**src/rtl/wb_pc_sequencer_pkg.sv**
```systemverilog
// Shared encodings for the write-back / next-PC sequencer.
package wb_pc_pkg;

    typedef enum logic [1:0] {
        WB_ALU  = 2'b00,
        WB_MEM  = 2'b01,
        WB_LINK = 2'b10,
        WB_UART = 2'b11
    } wb_sel_e;

    typedef enum logic [1:0] {
        BR_SEQ  = 2'b00,
        BR_COND = 2'b01,
        BR_JUMP = 2'b10,
        BR_JREG = 2'b11
    } branch_e;

    typedef enum logic [1:0] {
        RUN      = 2'b00,
        WAIT_IN  = 2'b01,
        WAIT_OUT = 2'b10
    } state_e;

endpackage

```
**src/rtl/wb_pc_sequencer_next_pc.sv**
```systemverilog
// Combinational next-PC select; all arithmetic wraps modulo 2^INST_MEM_WIDTH.
module wb_pc_next_pc
    import wb_pc_pkg::*;
#(
    parameter int INST_MEM_WIDTH = 14
) (
    input  branch_e                   branch,
    input  logic                      cond_zero,
    input  logic [INST_MEM_WIDTH-1:0] pc,
    input  logic [INST_MEM_WIDTH-1:0] branch_target,
    input  logic [INST_MEM_WIDTH-1:0] jump_target,
    input  logic [INST_MEM_WIDTH-1:0] reg_target,
    output logic [INST_MEM_WIDTH-1:0] pc_plus1,
    output logic [INST_MEM_WIDTH-1:0] next_pc,
    output logic [INST_MEM_WIDTH-1:0] next_pc_plus1
);

    localparam logic [INST_MEM_WIDTH-1:0] ONE = 1;

    always_comb begin
        pc_plus1 = pc + ONE;
        next_pc  = pc_plus1;
        case (branch)
            BR_SEQ:  next_pc = pc_plus1;
            BR_COND: next_pc = cond_zero ? branch_target : pc_plus1;
            BR_JUMP: next_pc = jump_target;
            BR_JREG: next_pc = reg_target;
            default: next_pc = pc_plus1;
        endcase
        next_pc_plus1 = next_pc + ONE;
    end

endmodule

```
**src/rtl/wb_pc_sequencer.sv**
```systemverilog
// Write-back select, next-PC generation and blocking UART handshakes.
// Optional retired-instruction counter enabled by defining WBPC_RETIRE_CNT_EN.
module wb_pc_sequencer
    import wb_pc_pkg::*;
#(
    parameter int INST_MEM_WIDTH = 14,
    parameter int DATA_WIDTH     = 32,
    parameter int RESET_PC       = 0
) (
    input  logic                      CLK,
    input  logic                      reset,
    input  logic                      valid_in,
    input  logic                      reg_write,
    input  logic [1:0]                wb_sel,
    input  logic                      uart_out_req,
    input  logic [1:0]                branch,
    input  logic [DATA_WIDTH-1:0]     alu_result,
    input  logic [DATA_WIDTH-1:0]     read_data,
    input  logic [DATA_WIDTH-1:0]     register_data,
    input  logic [25:0]               inst_index,
    input  logic [INST_MEM_WIDTH-1:0] branch_target,
    input  logic [INST_MEM_WIDTH-1:0] pc,
    input  logic [4:0]                rd,
    input  logic                      uart_rx_valid,
    input  logic [7:0]                uart_rx_data,
    output logic                      uart_rx_ack,
    input  logic                      uart_tx_ready,
    output logic                      uart_tx_valid,
    output logic [7:0]                uart_tx_data,
    output logic                      stall,
    output logic                      wb_en,
    output logic [4:0]                wb_rd,
    output logic [DATA_WIDTH-1:0]     wb_data,
    output logic [INST_MEM_WIDTH-1:0] pc_out,
    output logic [INST_MEM_WIDTH-1:0] pc_out_plus1,
    output logic                      pc_update,
    output logic [31:0]               retired_count
);

    localparam logic [INST_MEM_WIDTH-1:0] ONE       = 1;
    localparam logic [INST_MEM_WIDTH-1:0] RST_PC    = INST_MEM_WIDTH'(RESET_PC);
    localparam logic [INST_MEM_WIDTH-1:0] RST_PC_P1 = RST_PC + ONE;

    state_e state;

    // Instruction held across a UART wait
    logic                      h_reg_write;
    wb_sel_e                   h_wb_sel;
    branch_e                   h_branch;
    logic [DATA_WIDTH-1:0]     h_alu, h_read, h_regd;
    logic [INST_MEM_WIDTH-1:0] h_jump, h_target, h_pc;
    logic [4:0]                h_rd;

    logic                      c_reg_write;
    wb_sel_e                   c_wb_sel;
    branch_e                   c_branch;
    logic [DATA_WIDTH-1:0]     c_alu, c_read, c_regd;
    logic [INST_MEM_WIDTH-1:0] c_jump, c_target, c_pc;
    logic [4:0]                c_rd;

    logic                      commit;
    logic [DATA_WIDTH-1:0]     wb_data_nxt;
    logic [INST_MEM_WIDTH-1:0] link, next_pc, next_pc_plus1;

    logic unused_bits;
    assign unused_bits = ^{inst_index[25:INST_MEM_WIDTH], register_data[DATA_WIDTH-1:INST_MEM_WIDTH]};

    // A direct commit in RUN uses the live inputs; wait states use the held copy
    always_comb begin
        if (state == RUN) begin
            c_reg_write = reg_write;
            c_wb_sel    = wb_sel_e'(wb_sel);
            c_branch    = branch_e'(branch);
            c_alu       = alu_result;
            c_read      = read_data;
            c_regd      = register_data;
            c_jump      = inst_index[INST_MEM_WIDTH-1:0];
            c_target    = branch_target;
            c_pc        = pc;
            c_rd        = rd;
        end else begin
            c_reg_write = h_reg_write;
            c_wb_sel    = h_wb_sel;
            c_branch    = h_branch;
            c_alu       = h_alu;
            c_read      = h_read;
            c_regd      = h_regd;
            c_jump      = h_jump;
            c_target    = h_target;
            c_pc        = h_pc;
            c_rd        = h_rd;
        end
    end

    wb_pc_next_pc #(.INST_MEM_WIDTH(INST_MEM_WIDTH)) u_next_pc (
        .branch        (c_branch),
        .cond_zero     (c_alu == '0),
        .pc            (c_pc),
        .branch_target (c_target),
        .jump_target   (c_jump),
        .reg_target    (c_regd[INST_MEM_WIDTH-1:0]),
        .pc_plus1      (link),
        .next_pc       (next_pc),
        .next_pc_plus1 (next_pc_plus1)
    );

    always_comb begin
        case (c_wb_sel)
            WB_ALU:  wb_data_nxt = c_alu;
            WB_MEM:  wb_data_nxt = c_read;
            WB_LINK: wb_data_nxt = {{(DATA_WIDTH-INST_MEM_WIDTH){1'b0}}, link};
            WB_UART: wb_data_nxt = {{(DATA_WIDTH-8){1'b0}}, uart_rx_data};
            default: wb_data_nxt = c_alu;
        endcase
    end

    assign commit = (state == RUN && valid_in && wb_sel_e'(wb_sel) != WB_UART && !uart_out_req)
                 || (state == WAIT_IN && uart_rx_valid)
                 || (state == WAIT_OUT && uart_tx_ready);

    assign stall       = (state != RUN);
    assign uart_rx_ack = (state == WAIT_IN) && uart_rx_valid;

    always_ff @(posedge CLK) begin
        if (state == RUN && valid_in) begin
            h_reg_write <= reg_write;
            h_wb_sel    <= wb_sel_e'(wb_sel);
            h_branch    <= branch_e'(branch);
            h_alu       <= alu_result;
            h_read      <= read_data;
            h_regd      <= register_data;
            h_jump      <= inst_index[INST_MEM_WIDTH-1:0];
            h_target    <= branch_target;
            h_pc        <= pc;
            h_rd        <= rd;
        end
    end

    always_ff @(posedge CLK or negedge reset) begin
        if (!reset) begin
            state         <= RUN;
            wb_en         <= 1'b0;
            wb_rd         <= '0;
            wb_data       <= '0;
            pc_out        <= RST_PC;
            pc_out_plus1  <= RST_PC_P1;
            pc_update     <= 1'b0;
            uart_tx_valid <= 1'b0;
            uart_tx_data  <= '0;
        end else begin
            wb_en     <= 1'b0;
            pc_update <= 1'b0;
            if (commit) begin
                wb_en        <= c_reg_write && (c_rd != 5'd0);
                wb_rd        <= c_rd;
                wb_data      <= wb_data_nxt;
                pc_out       <= next_pc;
                pc_out_plus1 <= next_pc_plus1;
                pc_update    <= 1'b1;
            end
            case (state)
                RUN: if (valid_in) begin
                    if (wb_sel_e'(wb_sel) == WB_UART) begin
                        state <= WAIT_IN;
                    end else if (uart_out_req) begin
                        state         <= WAIT_OUT;
                        uart_tx_valid <= 1'b1;
                        uart_tx_data  <= alu_result[7:0];
                    end
                end
                WAIT_IN:  if (uart_rx_valid) state <= RUN;
                WAIT_OUT: if (uart_tx_ready) begin
                    state         <= RUN;
                    uart_tx_valid <= 1'b0;
                end
                default:  state <= RUN;
            endcase
        end
    end

`ifdef WBPC_RETIRE_CNT_EN
    logic [31:0] retire_q;
    always_ff @(posedge CLK or negedge reset) begin
        if (!reset)      retire_q <= '0;
        else if (commit) retire_q <= retire_q + 32'd1;
    end
    assign retired_count = retire_q;
`else
    assign retired_count = '0;
`endif

endmodule

```
**config.mk**
```make
export PLATFORM = sky130hd
export DESIGN_NAME = wb_pc_sequencer
export DESIGN_NICKNAME = d
export VERILOG_FILES = /design/src/rtl/wb_pc_sequencer_pkg.sv /design/src/rtl/wb_pc_sequencer_next_pc.sv /design/src/rtl/wb_pc_sequencer.sv
export SDC_FILE = /design/constraint.sdc
export NUM_CORES = 1
export LEC_CHECK = 0
export ABC_AREA = 1
export BUFFER_PORTS_ARGS = -buffer_cell sky130_fd_sc_hd__buf_2
export CORE_MARGIN = 2
export CORE_UTILIZATION = 54
export DETAILED_ROUTE_END_ITERATION = 10
export PLACE_DENSITY_LB_ADDON = 0.3
export SYNTH_ARGS = -nofsm -noshare
export SYNTH_HDL_FRONTEND = slang
export SYNTH_HIERARCHICAL = 1
export SYNTH_SLANG_ARGS = --single-unit
```
**constraint.sdc**
```tcl
create_clock -name CLK -period 8.4 [get_ports CLK]
set_input_delay 0.42 -clock CLK [delete_from_list [all_inputs] [get_ports CLK]]
set_output_delay 0.42 -clock CLK [all_outputs]
set_load 0.01 [all_outputs]
```
### Yosys cells after proc, flatten, opt, wreduce, memory -nomap -nowiden

Index checks and enable logic that the tools add are counted.

* flip-flop bits (word level): 208
* bits of input ports: 174
* output and inout port bits: 110
* word-level logic and storage cells: 83

* add/subtract/negate cells: 2
* eq/ne operators: 16
* mux-type cells: 26
* bitwise gates (word level): 1
* reductions and logical operators: 19

Operator list (count)
* $pmux W32 S4: 1
* $mux W14: 5
* $mux W32: 2
* $pmux W14 S4: 1
* $logic_not A32 Y1: 1
* $add A14 B1 Y14 const B: 2
* $mux W2: 7
* $eq A2 B2 Y1 const B: 6
* $ne A2 B2 Y1 const B: 6
* $reduce_and A4 Y1: 2
* $mux W1: 7
* $eq A2 B1 Y1 const B: 3
* $logic_and A1 B1 Y1: 6
* $logic_not A2 Y1: 3
* $pmux W2 S3: 1
* $mux W5: 1
* $reduce_and A5 Y1: 1
* $reduce_bool A5 Y1: 1
* $reduce_bool A2 Y1: 2
* $ne A3 B2 Y1 const B: 1
* $logic_or A1 B1 Y1: 2
* $pmux W1 S2: 1
* $logic_not A1 Y1: 1
* $not A1 Y1: 1

### Longest topological paths before layout

Gate-level depths: netlist of run 1.

* depth after elaboration: 7
* mapped depth: 24
* gate-level depth less buffers: 23

### Hierarchy

The synthesis of run 1 kept the hierarchy.

Modules (own cells, without submodules)
* wb_pc_sequencer: area an instance 9577.9 um^2, sequential area each 5856.9 um^2, cells an instance 1089, instances 1
* wb_pc_next_pc: area an instance 1452.6 um^2, sequential area each 0.0 um^2, cells an instance 285, instances 1

### Least setup slack after synthesis of run 1

Ideal clock, no wire load.

* kind: register to register
* from: reg state[0]
* to: reg h_alu[0] (enable)
* library setup time: 0.621 ns
* stages on the path, launching flop included: 7
* period minus slack after synthesis: 7.131 ns
* path buffers: 3
* data arrival time: 6.511 ns
* path slack: 1.269 ns
* data required time: 7.779 ns
* cells stage by stage: dfrtp_1 -> inv_2 -> nand2_2 -> buf_2 -> buf_2 -> buf_2 -> nor2_1

* longest elaborated chain between the ends: 2

Ends and longest elaborated chain
* from (decl): line wb_pc_sequencer.sv:44 `state_e state;`
* from (signal assigned): line wb_pc_sequencer.sv:141 `state <= RUN;`
* from (signal assigned): line wb_pc_sequencer.sv:164 `state <= WAIT_IN;`
* from (signal assigned): line wb_pc_sequencer.sv:166 `state <= WAIT_OUT;`
* $logic_not A2 Y1: line wb_pc_sequencer.sv:125 `if (state == RUN && valid_in) begin`
* $logic_and A1 B1 Y1: line wb_pc_sequencer.sv:125
* to (signal assigned): line wb_pc_sequencer.sv:129 `h_alu <= alu_result;`
* to (decl): line wb_pc_sequencer.sv:50 `logic [DATA_WIDTH-1:0] h_alu, h_read, h_regd;`

No other way between the ends.
A chain may end at the register's enable or synchronous reset.

### Worst setup path in the final report of run 1

* from: reg state[0]
* to: reg pc_out_plus1[4]

* longest elaborated chain between the ends: 6
* elaborated cells between the ends (all ways): 25
* those cells by class: add/sub (2); eq/ne (5); mux (8); reduce/logical (10)

Ends and longest elaborated chain
* $logic_not A2 Y1 *: line wb_pc_sequencer.sv:70 `if (state == RUN) begin`
* $mux W14 / $mux W32 (equally long branches): line wb_pc_sequencer.sv:70
* $add A14 B1 Y14 / $logic_not A32 Y1 (equally long branches): line wb_pc_sequencer_next_pc.sv:21, wb_pc_sequencer.sv:97
* $mux W14: line wb_pc_sequencer_next_pc.sv:25 `BR_COND: next_pc = cond_zero ? branch_target : pc_plus1;`
* $pmux W14 S4 *: line wb_pc_sequencer_next_pc.sv:23 `case (branch)`
* net next_pc[0]: line wb_pc_sequencer.sv:63 `logic [INST_MEM_WIDTH-1:0] link, next_pc, next_pc_plus1;`
* $add A14 B1 Y14 *: line wb_pc_sequencer_next_pc.sv:30 `next_pc_plus1 = next_pc + ONE;`
* net next_pc_plus1[4]: line wb_pc_sequencer.sv:63
* to (signal assigned): line wb_pc_sequencer.sv:158 `pc_out_plus1 <= next_pc_plus1;`
* to (decl): line wb_pc_sequencer.sv:35 `output logic [INST_MEM_WIDTH-1:0] pc_out_plus1,`

Mark *: on every way through the listed nets, which the timed path passes. The rest lies on a longest branch.

==> metrics.txt, run 1 <==
GP Congestion 0.894; switch share 37.7%; FF/Latch Area 5860 um2; # port buffers ~220; Initial Util 54.7%; min Tclk post-route 4.67 ns; R2R Setup Slk 3.73 ns; Max IR drop VDD 0.000259 V; Post-DP HPWL 19200 um; Area contributors post-synth edfxtp_1 (35%), nand2_1 (26%), dfrtp_1 (17%); R2R depth 22; htree depth 1; Hold EP h_read[12]; worst r2r dst pc_out_plus1[4]; CTS Sinks 208; clock power share 25.7%; yosys warns 6; crit path from state[0]; Setup TNS 0 ns; Worst EP required slightly below 9 ns; Die Y 147 um; NetSw approximately 1400 uW; Post-Synthesis Cells 1374; worst skew pair latency 0.51 ns; result of the run complete, no violations; DR iter-0 viols 749; Post-Syn Area per Cell 8.03 um2; core box area 20200 um2; most frequent cells in the layout nand2_1 (769), buf_2 (220), edfxtp_1 (130); first-pass GRT wire length 44300 um; Comb pwr share 35.6%; WP data arrival 5.10 ns; CTS resizes 0; Root Driver clkbuf_16; via count between 9000 and 10000; Hold Path Class in -> reg; sequential share of the synthesized area a little over half; CTS tree yes; Lkg Pwr 0.00658 uW; Synth Cell Area 11000 um2; Fin. Hold Viols 0; Rows 52; register bit count reported by yosys between 200 and 250; Clock Skews 0.0150 ns; Reg power frac just under 40%; top-area cell type share of the netlist area 35.4%; cts hold-fix bufs 1; hold path depth 1; final setup slack of the worst path 3.73 ns; Overall Global Routing Usage around a quarter; area leader, netlist edfxtp_1; post-place setup slack 3.82 ns; Routed Antenna Nets 0; Multi-input gate area roughly 4500 um2; fmax ~0.21 GHz; Die ar. 21600 um2; unrepaired setup endpoints after global routing false; post-layout instance area 12800 um2; Placed Area 12100 um2; wire length per cell 15.0 um; initial antenna violation count 3; drc violations 0; startpoint types flip-flop; largest net degree at the start of global routing 74; fin crit share 55.5%; Worst-path clk slew 0.07 ns; GRT overflow 0; commonest non-fill, non-tap cell in the layout nand2_1; clk buf depth 3; total CTS buffers 23; Unique masters post-synth 41; share of layout cells above drive strength 1 20.9%; Crit Path Class reg -> reg; FILL cells 1858; CP Max Fanout 73; die width 147 um; Slew HR 35.9%; I/O pin cnt ~280; crit path capture type flip-flop; measured slew at the worst slew-check pin 0.962 ns; Area Overhead vs Synth 16.2%; Routed WL ~28000 um; reg2reg start state[0]; hold path start read_data[12]; Post-CTS Setup Repair Bufs 0; PwrDens between 200 and 300 nW/um2; DR pass1 iterations 5; P_int 2320 uW; Final setup violation count 0; vias in the first global route 8802; Layout Nets 1745; Via density 5.07; max-cap viol count 0; max-slew violations 0
## synthesized netlist by cell type
cell type	n
buf_2	24
ha_1	2
o22ai_1	1
nand4_1	16
o21ai_2	1
and2_1	1
dfrtp_1	77
mux2_2	8
nand3b_2	1
nand3b_1	2
nand3_4	2
or2_2	1
or2_1	1
o21ai_0	23
nor2_2	12
xor2_2	1
nand2_1	769
nor2_4	8
buf_6	3
conb_1	1
a21oi_2	1
buf_4	50
a21oi_1	1
nor3_1	2
o2bb2ai_1	1
nand2_2	14
clkbuf_1	10
nand3_2	5
edfxtp_1	130
a21oi_4	1
dfstp_2	1
nand3b_4	1
buf_1	4
o211ai_1	3
nor2_1	61
o21ai_1	8
inv_1	47
nand3_1	60
xor2_1	5
inv_2	11
xnor2_1	4
## registers in the layout, summed over array words and instances (netlist names), 2 cells and up
name          cells
pc_out           14
h_branch          2
h_pc             14
h_read           32
h_alu            32
pc_out_plus1     14
h_jump           14
h_regd           14
state             2
h_target         14
h_wb_sel          2
wb_data          32
uart_tx_data      8
wb_rd             5
h_rd              5
## routing by layer
| metal | wire (um) | GRT usage (%) | up-vias |
|---|---|---|---|
| met5 | 13 | 0 | - |
| met4 | 779 | 8.37 | 2 |
| met3 | 2020 | 3.48 | 55 |
| met2 | 12800 | 39.9 | 357 |
| met1 | 12300 | 36.9 | 4329 |
| li1 | - | - | 4676 |
## area by class of cell
class	count	area share, %
antenna	3	0.0586
multi-input combinational	1048	35.1
inverter	58	1.70
clock buffer	32	4.91
clock inverter	10	0.664
sequential	208	45.7
timing repair buffer	230	9.20
tap	270	2.64
## how the worst max path moves through the flow
| stage | to | depth (start not counted) |
|---|---|---|
| 6_report | pc_out_plus1[4] | 22 |
| 5_1_grt | pc_out_plus1[8] | 23 |
| 4_1_cts | pc_out_plus1[8] | 23 |
| 3_5_place_dp | pc_out_plus1[8] | 23 |
| 3_3_place_gp | pc_out_plus1[8] | 16 |
| 2_1_floorplan | h_alu[0] | 6 |
## power groups by stage
| stage | Clock (uW) | Sequential (uW) | Combinational, uW |
|---|---|---|---|
| 6_report | 959 | 1440 | 1330 |
| 3_3_place_gp | 0 | 1450 | 1300 |
| 5_1_grt | 1010 | 1470 | 1490 |
| 2_1_floorplan | 0 | 1550 | 830 |
| 4_1_cts | 978 | 1450 | 1330 |
| 3_5_place_dp | 0 | 1460 | 1320 |
## logic make-up (layout without fill, tap and decap cells)
family / after synthesis / after routing / synth area share, %
compound gates: 40 / 40 / 2.10
xor+xnor: 10 / 10 / 0.862
fa+ha+maj: 2 / 2 / 0.227
buf+inv: 149 / 330 / 7.25
flops: 208 / 208 / 53.1
mux: 8 / 8 / 0.817
other cells: 1 / 35 / 0.0340
simple gates: 956 / 956 / 35.6
## worst max-delay path, cell delays in order, from the launching register on
cell,delay (ns)
dfrtp_1,0.48
inv_2,0.12
nand2_4,0.35
buf_4,0.52
nand2_1,0.18
nand2_1,0.09
nor2_1,0.10
nand2_1,0.07
nor2_1,0.10
nand2_1,0.11
nor2_1,0.46
inv_2,0.32
nand2_1,0.15
o211ai_1,0.10
nand2_1,0.07
o21ai_1,0.18
inv_1,0.17
ha_1,0.28
inv_1,0.08
nor2_2,0.18
xor2_1,0.20
nand2_1,0.08
nand2_1,0.10
## stage by stage
step | cells | power (uW) | hold WS, ns | utilization (%)
floorplan | 1405 | 2380 | 0.124 | -
global placement | 1813 | 2760 | 0.270 | 59.9
detailed placement | 1813 | 2790 | 0.269 | 59.9
CTS | 1856 | 3750 | 0.0779 | 63.5
global route | 1858 | 3970 | 0.0812 | 63.5
finish | 1859 | 3730 | 0.0918 | 63.5
Power figures use the tool's default switching activity.
==> inputs of run 2 (changes only) <==
Clock period 8.4 ns to 4.8 ns, I/O delays scaled along.
==> run 2 against run 1 <==
Compared with the run above: fmax up 7.6%; clock-buffer cell count down 2; clock skew up 0.020 ns; non-clock buffer count up 137; clock power up 100%; power up 87%; critical endpoint is now pc_out_plus1[8]; largest power group unchanged.
==> metrics.txt, run 2 (synthesized netlist as in run 1, its figures left out) <==
result of the run complete, no violations; DR pass1 iterations 5; switch share 37.0%; measured slew at the worst slew-check pin 0.971 ns; unrepaired setup endpoints after global routing false; first-pass GRT wire length about 50000 um; Post-DP HPWL 19800 um; CP Max Fanout 69; I/O pin cnt ~280; worst r2r dst pc_out_plus1[8]; WP data arrival 4.73 ns; Clock Skews 0.0354 ns; GP Congestion 0.921; Routed WL about 32000 um; hold slack final 0.0383 ns; share of layout cells above drive strength 1 between 10% and 20%; most frequent cells in the layout nand2_1 (769), buf_2 (220), dlygate4sd3_1 (133); die width around 150 um; post-layout instance area 14300 um2; CTS tree yes; Die ar. 21600 um2; via count 10187; Overall Global Routing Usage ~29%; clock power share 28.1%; Initial Util 54.7%; Placed Area 12200 um2; R2R depth 22; Fin. Hold Viols 0; PwrDens 487 nW/um2; post-place setup slack 0.683 ns; htree depth 1; Slew HR a little over a third; total CTS buffers 24; P_int 4400 uW; startpoint types flip-flop; Top Registers h_alu: 32 flops, h_read: 32 flops, wb_data: 32 flops; Area Overhead vs Synth 30.0%; # port buffers 221; wire length per cell 15.9 um; final setup slack of the worst path 0.464 ns; crit path capture type flip-flop; worst skew pair latency 0.53 ns; Hold EP wb_data[2]; R2R Setup Slk 0.46 ns; Setup TNS 0 ns; Die Y around 150 um; drc violations 0; Comb pwr share around 36%; Multi-input gate area 4500 um2; GRT overflow 0; Layout Nets between 1500 and 2000; Hold Path Class in -> reg; largest net degree at the start of global routing 80; Final setup violation count 0; min Tclk post-route between 4 and 5 ns; Reg power frac 36.2%; core box area ~20000 um2; NetSw 2580 uW; vias in the first global route a little under 10000; hold path start uart_rx_data[2]; FF/Latch Area 5860 um2; FILL cells ~1600; Via density 5.10; Root Driver clkbuf_16; DR iter-0 viols about 770; CTS Sinks 208; Crit Path Class reg -> reg; max-slew violations 0; reg2reg start state[0]; Rows 52; initial antenna violation count 1; Worst EP required about 5.2 ns; fmax 0.231 GHz; clk buf depth 3; hold path depth 5; fin crit share 90.3%; max-cap viol count 0; Routed Antenna Nets 0; Worst-path clk slew 0.06 ns; commonest non-fill, non-tap cell in the layout nand2_1; Max IR drop VDD 0.000305 V; Lkg Pwr 0.00724 uW
run 2: how the worst max path moves through the flow:
stage          startpoint               to  slack [ns]
5_1_grt          state[0]  pc_out_plus1[8]        0.18
6_report         state[0]  pc_out_plus1[8]        0.46
3_3_place_gp     state[0]  pc_out_plus1[8]        0.87
4_1_cts          state[0]  pc_out_plus1[8]        0.63
3_5_place_dp     state[0]  pc_out_plus1[8]        0.68
2_1_floorplan    state[0]         h_alu[0]        1.35
run 2: final cells by class:
class | count | share of cell area, %
flip-flops and latches | 208 | 40.9
well taps | 270 | 2.36
repair buffers | 367 | 18.0
diodes | 1 | 0.0175
clock buffers | 30 | 4.42
clock inverters | 14 | 1.47
inverters | 58 | 1.52
multi-input cells | 1048 | 31.4
run 2: timing repair:
action,CTS,global route
setup endpoints to repair,0,0
buffers inserted,0,0
hold buffers,133,0
gates resized for setup,0,0
hold endpoints to repair,146,0
run 2: per-stage QoR:
| stage | total power (uW) | utilization [%] | std cells |
|---|---|---|---|
| global placement | 4860 | 60.3 | 1818 |
| global route | 7380 | 71.1 | 1996 |
| detailed placement | 4910 | 60.3 | 1818 |
| floorplan | 4140 | - | 1405 |
| CTS | 6960 | 71.1 | 1995 |
| finish | 6980 | 71.1 | 1996 |
run 2: power by group through the flow:
stage               Sequential, uW  Combinational (uW)  Clock, uW
global route                  2570                2760       2050
detailed placement            2550                2360          0
floorplan                     2690                1460          0
finish                        2530                2490       1960
global placement              2540                2320          0
CTS                           2520                2460       1970
run 2: per-layer routing:
| layer | up-vias | wire (um) | track usage [%] |
|---|---|---|---|
| li1 | 4962 | - | - |
| met1 | 4620 | 12800 | 38.9 |
| met2 | 529 | 15300 | 49.5 |
| met3 | 76 | 2810 | 4.47 |
| met4 | 0 | 922 | 8.70 |
| met5 | - | 0 | 0 |
run 2: critical path: stages, from the launching register on:
cell and delay, ns:
dfrtp_1 0.45, inv_2 0.11, nand2_4 0.42, nand2_1 0.25
nand2_1 0.10, nor2_1 0.12, nand2_1 0.07, nor2_1 0.13
nand2_1 0.13, nor2_1 0.47, inv_2 0.32, nand2_1 0.14
o211ai_1 0.11, nand2_1 0.07, o21ai_1 0.17, inv_1 0.18
ha_1 0.30, inv_1 0.08, nor2_2 0.18, nand2_1 0.09
xnor2_1 0.13, nand2_1 0.07, nand2_1 0.05
